==> src/rtl/debouncer.sv <==
// rtl/debouncer.sv - switch debouncer with two-flop synchronizer and stable-time counter
//
// Parameters:
//   ClkFreq    - clock frequency in Hz
//   StableTime - time in ms the synchronized input must stay constant
// Ports:
//   clk_i      - rising-edge clock
//   rst_i      - asynchronous active-high reset
//   sw_i       - raw, asynchronous, bouncing switch level
//   db_level_o - registered debounced level
//   db_tick_o  - registered one-cycle pulse on each debounced 0->1 transition

module debouncer #(
    parameter int ClkFreq    = 100_000_000,
    parameter int StableTime = 10
) (
    input  logic clk_i,
    input  logic rst_i,
    input  logic sw_i,
    output logic db_level_o,
    output logic db_tick_o
);

    // Widened product so large clock rates do not overflow 32-bit arithmetic.
    localparam longint NLong = longint'(ClkFreq) * longint'(StableTime) / 1000;
    localparam int     N     = int'(NLong);
    localparam int     CW    = $clog2(N) + 1;
    localparam logic [CW-1:0] CntMax = CW'(N - 1);

    generate
        if (N < 2) begin : g_bad_n
            $error("debouncer: ClkFreq*StableTime/1000 must be at least 2");
        end
    endgenerate

    // ff1/ff2 synchronize sw_i; ff3 keeps the previous synchronized sample.
    logic          ff1;
    logic          ff2;
    logic          ff3;
    logic [CW-1:0] count;

    logic          change;
    logic          at_max;
    logic [CW-1:0] count_next;
    logic          level_next;
    logic          tick_next;

    always_comb begin
        change     = (ff2 != ff3);
        at_max     = (count == CntMax);
        count_next = count;
        level_next = db_level_o;
        tick_next  = 1'b0;

        if (change) begin
            count_next = '0;
        end else if (!at_max) begin
            count_next = count + 1'b1;
        end

        // Commit only after the sample has been unchanged for the full window;
        // the counter saturates so a long-stable input keeps qualifying.
        if (!change && at_max && (ff3 != db_level_o)) begin
            level_next = ff3;
            tick_next  = ff3;
        end
    end

    always_ff @(posedge clk_i or posedge rst_i) begin
        if (rst_i) begin
            ff1        <= 1'b0;
            ff2        <= 1'b0;
            ff3        <= 1'b0;
            count      <= '0;
            db_level_o <= 1'b0;
            db_tick_o  <= 1'b0;
        end else begin
            ff1        <= sw_i;
            ff2        <= ff1;
            ff3        <= ff2;
            count      <= count_next;
            db_level_o <= level_next;
            db_tick_o  <= tick_next;
        end
    end

endmodule

==> config.mk <==
export PLATFORM = sky130hd
export DESIGN_NAME = debouncer
export DESIGN_NICKNAME = d
export VERILOG_FILES = /design/src/rtl/debouncer.sv
export SDC_FILE = /design/constraint.sdc
export NUM_CORES = 1
export LEC_CHECK = 0
export CORE_MARGIN = 2
export CORE_UTILIZATION = 60
export DETAILED_ROUTE_END_ITERATION = 10
export PLACE_DENSITY = 0.88
export SLEW_MARGIN = 20
export SYNTH_ARGS = -nofsm -noshare
export SYNTH_HDL_FRONTEND = slang
export SYNTH_SLANG_ARGS = --single-unit
==> constraint.sdc <==
create_clock -name clk_i -period 4 [get_ports clk_i]
set_input_delay 0.4 -clock clk_i [delete_from_list [all_inputs] [get_ports clk_i]]
set_output_delay 0.4 -clock clk_i [all_outputs]
set_load 0.05 [all_outputs]
==> summary.txt <==
Critical path
  – Worst path slowest cell: dfrtp_1
  – CP Max Fanout: 8
  – CP top delay family: simple AND/OR/NAND/NOR gates
  – Critical path required time: between 4 and 5 ns
  – Arr. time, crit path: 2.29 ns
  – Critical path buffers and inverters: 0
  – Crit-path max cell delay: 0.44 ns
  – CP Class: reg -> reg
  – CP startpoint kind: flop
  – Crit-path cells: ha_1 > and4_1 > nand3_1 > or3_1 > a21oi_1
  – Worst Setup End Kind: flop

Run status
  – Run status: finished, final reports clean

Detailed routing
  – Post-DRT Antenna Nets: 0
  – Drt initial violations: 41
  – Wire length per cell: 16.18 um
  – # DRC: 0
  – Drt via density: 6.525
  – Total wire length: ~2900 um
  – Vias: 1155
  – Pre-antenna DRT Iters: 4

Floorplanning
  – Core ar.: 2170 um2
  – Die Footprint: 2670 um2
  – Die Span X: 51.68 um
  – Cell Rows: 17
  – Io pins: 5
  – Height of the chip: 51.68 um
  – Initial Util: 62.86%

CTS
  – Post-cts sizing count: 0
  – Hold-fix buffers, CTS: 0
  – H-tree depth: 1
  – Clock Sinks: 26
  – Setup Buffers After CTS: 0
  – Inserted Clock Buffers: 3
  – Clock Path Buffers: 2
  – Clock slew at reported path FFs: 0.14 ns
  – TritonCTS clock tree: yes
  – Root Buffer: clkbuf_4
  – Clk_lat worst skew: 0.33 ns

Job
  – Max-cap violations: 0

Worst hold path
  – Hold Path Class: reg -> reg

Synth
  – Sequential area share after synthesis: 47.71%
  – Cell count after synthesis: 146
  – Largest family of logic cells by synthesized area: simple AND/OR/NAND/NOR gates
  – Mux cell area share after synthesis: 0%
  – Compound-cell area share of the yosys netlist: about 14%
  – Synthesized Nets: 150
  – Mapped Area: 1364 um2
  – Avg Cell Area, Syn: 9.341 um2
  – Number of synthesized register bits: 26
  – Synth Area in XOR/XNOR: 5.780%
  – Adder-Cell Fraction of Synth Area: 0.9174%
  – Synth cell types: 34
  – Number of synthesis warnings: 0
  – Synth Area in Simple Gates: between 20% and 30%

Timing
  – Final period util: 50.58%
  – Final Setup Violations: 0
  – Final count of hold timing violations: 0
  – Clk_skew: 0.002448 ns
  – RSZ-0062 raised after global routing: false
  – Slew headroom: a little over a third
  – Slew @ Worst Pin: 0.9546 ns
  – Final setup TNS: 0 ns
  – Final hold slack: around 0.38 ns
  – FMAX: 494.3 MHz
  – Crit path time final: 2.023 ns
  – Slew Viols, Final: 0

Power
  – Lkg Pwr: between 0.6 and 0.7 nW
  – Maximum vdd ir drop: 0.0002320 V
  – Pwr dens: 334.7 nW/um2

Cells and area
  – Final #Nets: 154
  – Area grow syn2layout: 7.981%
  – Layout cells sized above 1: 8.054%
  – Antenna diodes: 0
  – # fillers: 179

Placement
  – Post-detail-place hpwl: 2017 um
  – Port Buffers: 4
  – Routability cong.: 0.8494

Global routing
  – Congestion Overflow GR: 0
  – Vias in the first global route: 1152
  – Global Route Usage Sum: 25.50%
  – Largest net degree at the start of global routing: 27
  – Global-route wire length before repair: 5085 um
  – Initial antenna violation count: 0
## cells by family (layout without fill, tap and decap cells)
group | Yosys count | count (layout)
simple gates | 71 | 71
fa+ha+maj | 1 | 1
xor+xnor | 9 | 9
flops | 26 | 26
buf+inv | 9 | 12
compound gates | 30 | 30
## cell usage in the layout (no fill, tap or decap), types with 2 or more instances in the layout
cell / synthesis / routed
nor2_1: 17 / 17
dfrtp_1: 26 / 26
and4_1: 4 / 4
a31oi_1: 4 / 4
o21ai_0: 8 / 8
nand4_1: 5 / 5
inv_1: 3 / 2
or3_1: 2 / 2
xor2_1: 3 / 3
nor4b_1: 2 / 2
nand3_1: 9 / 9
nor3_1: 6 / 6
nor4_1: 4 / 4
clkbuf_4: 0 / 3
nand2_1: 16 / 16
clkdlybuf4s50_1: 0 / 4
a31o_2: 3 / 3
xnor2_1: 6 / 6
a21oi_1: 7 / 7
## synth_stat cells, drive strengths merged
master    n  area share (%)
o21ai     8             2.9
o31ai     1            0.55
nor4b     2             1.3
a21oi     7             2.6
a31oi     4             1.8
a41o      1            0.73
xnor2     6             3.9
nor3      6             2.2
or3       2            0.92
buf       3             1.1
or4       2             1.4
a21o      1            0.55
xor2      3             1.9
nand2    16             4.4
nor2     17             4.7
a211o     1            0.64
a31o      3             1.9
and3      1            0.46
o31a      1            0.64
ha        1            0.92
inv       3            0.83
o211ai    1            0.55
and4      4             2.6
clkbuf    3            0.83
nor4      5             2.8
nand3     9             3.3
nand4     7             4.8
dfrtp    26              48
o2111ai   1            0.64
a211oi    1            0.55
## cell type report
cell class | count | area, um2 | share of cell area [%]
tap | 28 | 35.03 | 2.379
timing repair buffer | 5 | 47.55 | 3.229
sequential | 26 | 650.6 | 44.18
inverter | 3 | 11.26 | 0.7647
clock inverter | 1 | 30.03 | 2.039
clock buffer | 3 | 22.52 | 1.529
multi-input combinational | 111 | 675.6 | 45.88
## where the power goes
part	total [mW]	switching [mW]	internal [mW]
Combinational	0.0338	0.0233	0.0105
Sequential	0.277	0.00790	0.269
Clock	0.182	0.0806	0.101
Total	0.493	0.112	0.381
## flip-flops by register name, indices dropped and copies added, names as in the netlist
| register | flops |
|---|---|
| db_level_o | 1 |
| count | 21 |
| ff2 | 1 |
| ff1 | 1 |
| db_tick_o | 1 |
| ff3 | 1 |
## final timing paths
check	from	endpoint	slack, ns	cells past startpoint
worst max-delay path	count[0]	count[18]	1.98	5
worst min-delay path	ff1	ff2	0.38	0
worst max register to register	count[0]	count[18]	1.98	5
worst min register to register	ff1	ff2	0.38	0
max in group asynchronous	rst_i	count[10]	3.16	2
min in group asynchronous	rst_i	ff1	0.44	2
## metal layers
layer | share of wire (%) | global-route usage (%) | vias to the layer above
met5 | 0 | 0 | -
met4 | 1.5 | 7.456 | 0
li1 | - | - | 550
met3 | 5.6 | 5.747 | 7
met1 | 43 | 32.51 | 559
met2 | 49 | 43.38 | 39
## per-stage QoR
step                      instances  cell area, um2  utilization (%)  setup WS (ns)  power (mW)
final                           177            1473            67.88          1.977      0.4929
after global routing            177            1473            67.88          1.796      0.5065
after global placement          173            1420            65.46          2.088      0.3130
after floorplan                 146            1364                -          2.149      0.3042
after CTS                       177            1473            67.88          2.001      0.4929
after detailed placement        173            1420            65.46          2.018      0.3157
(Power assumes the default switching activity.)
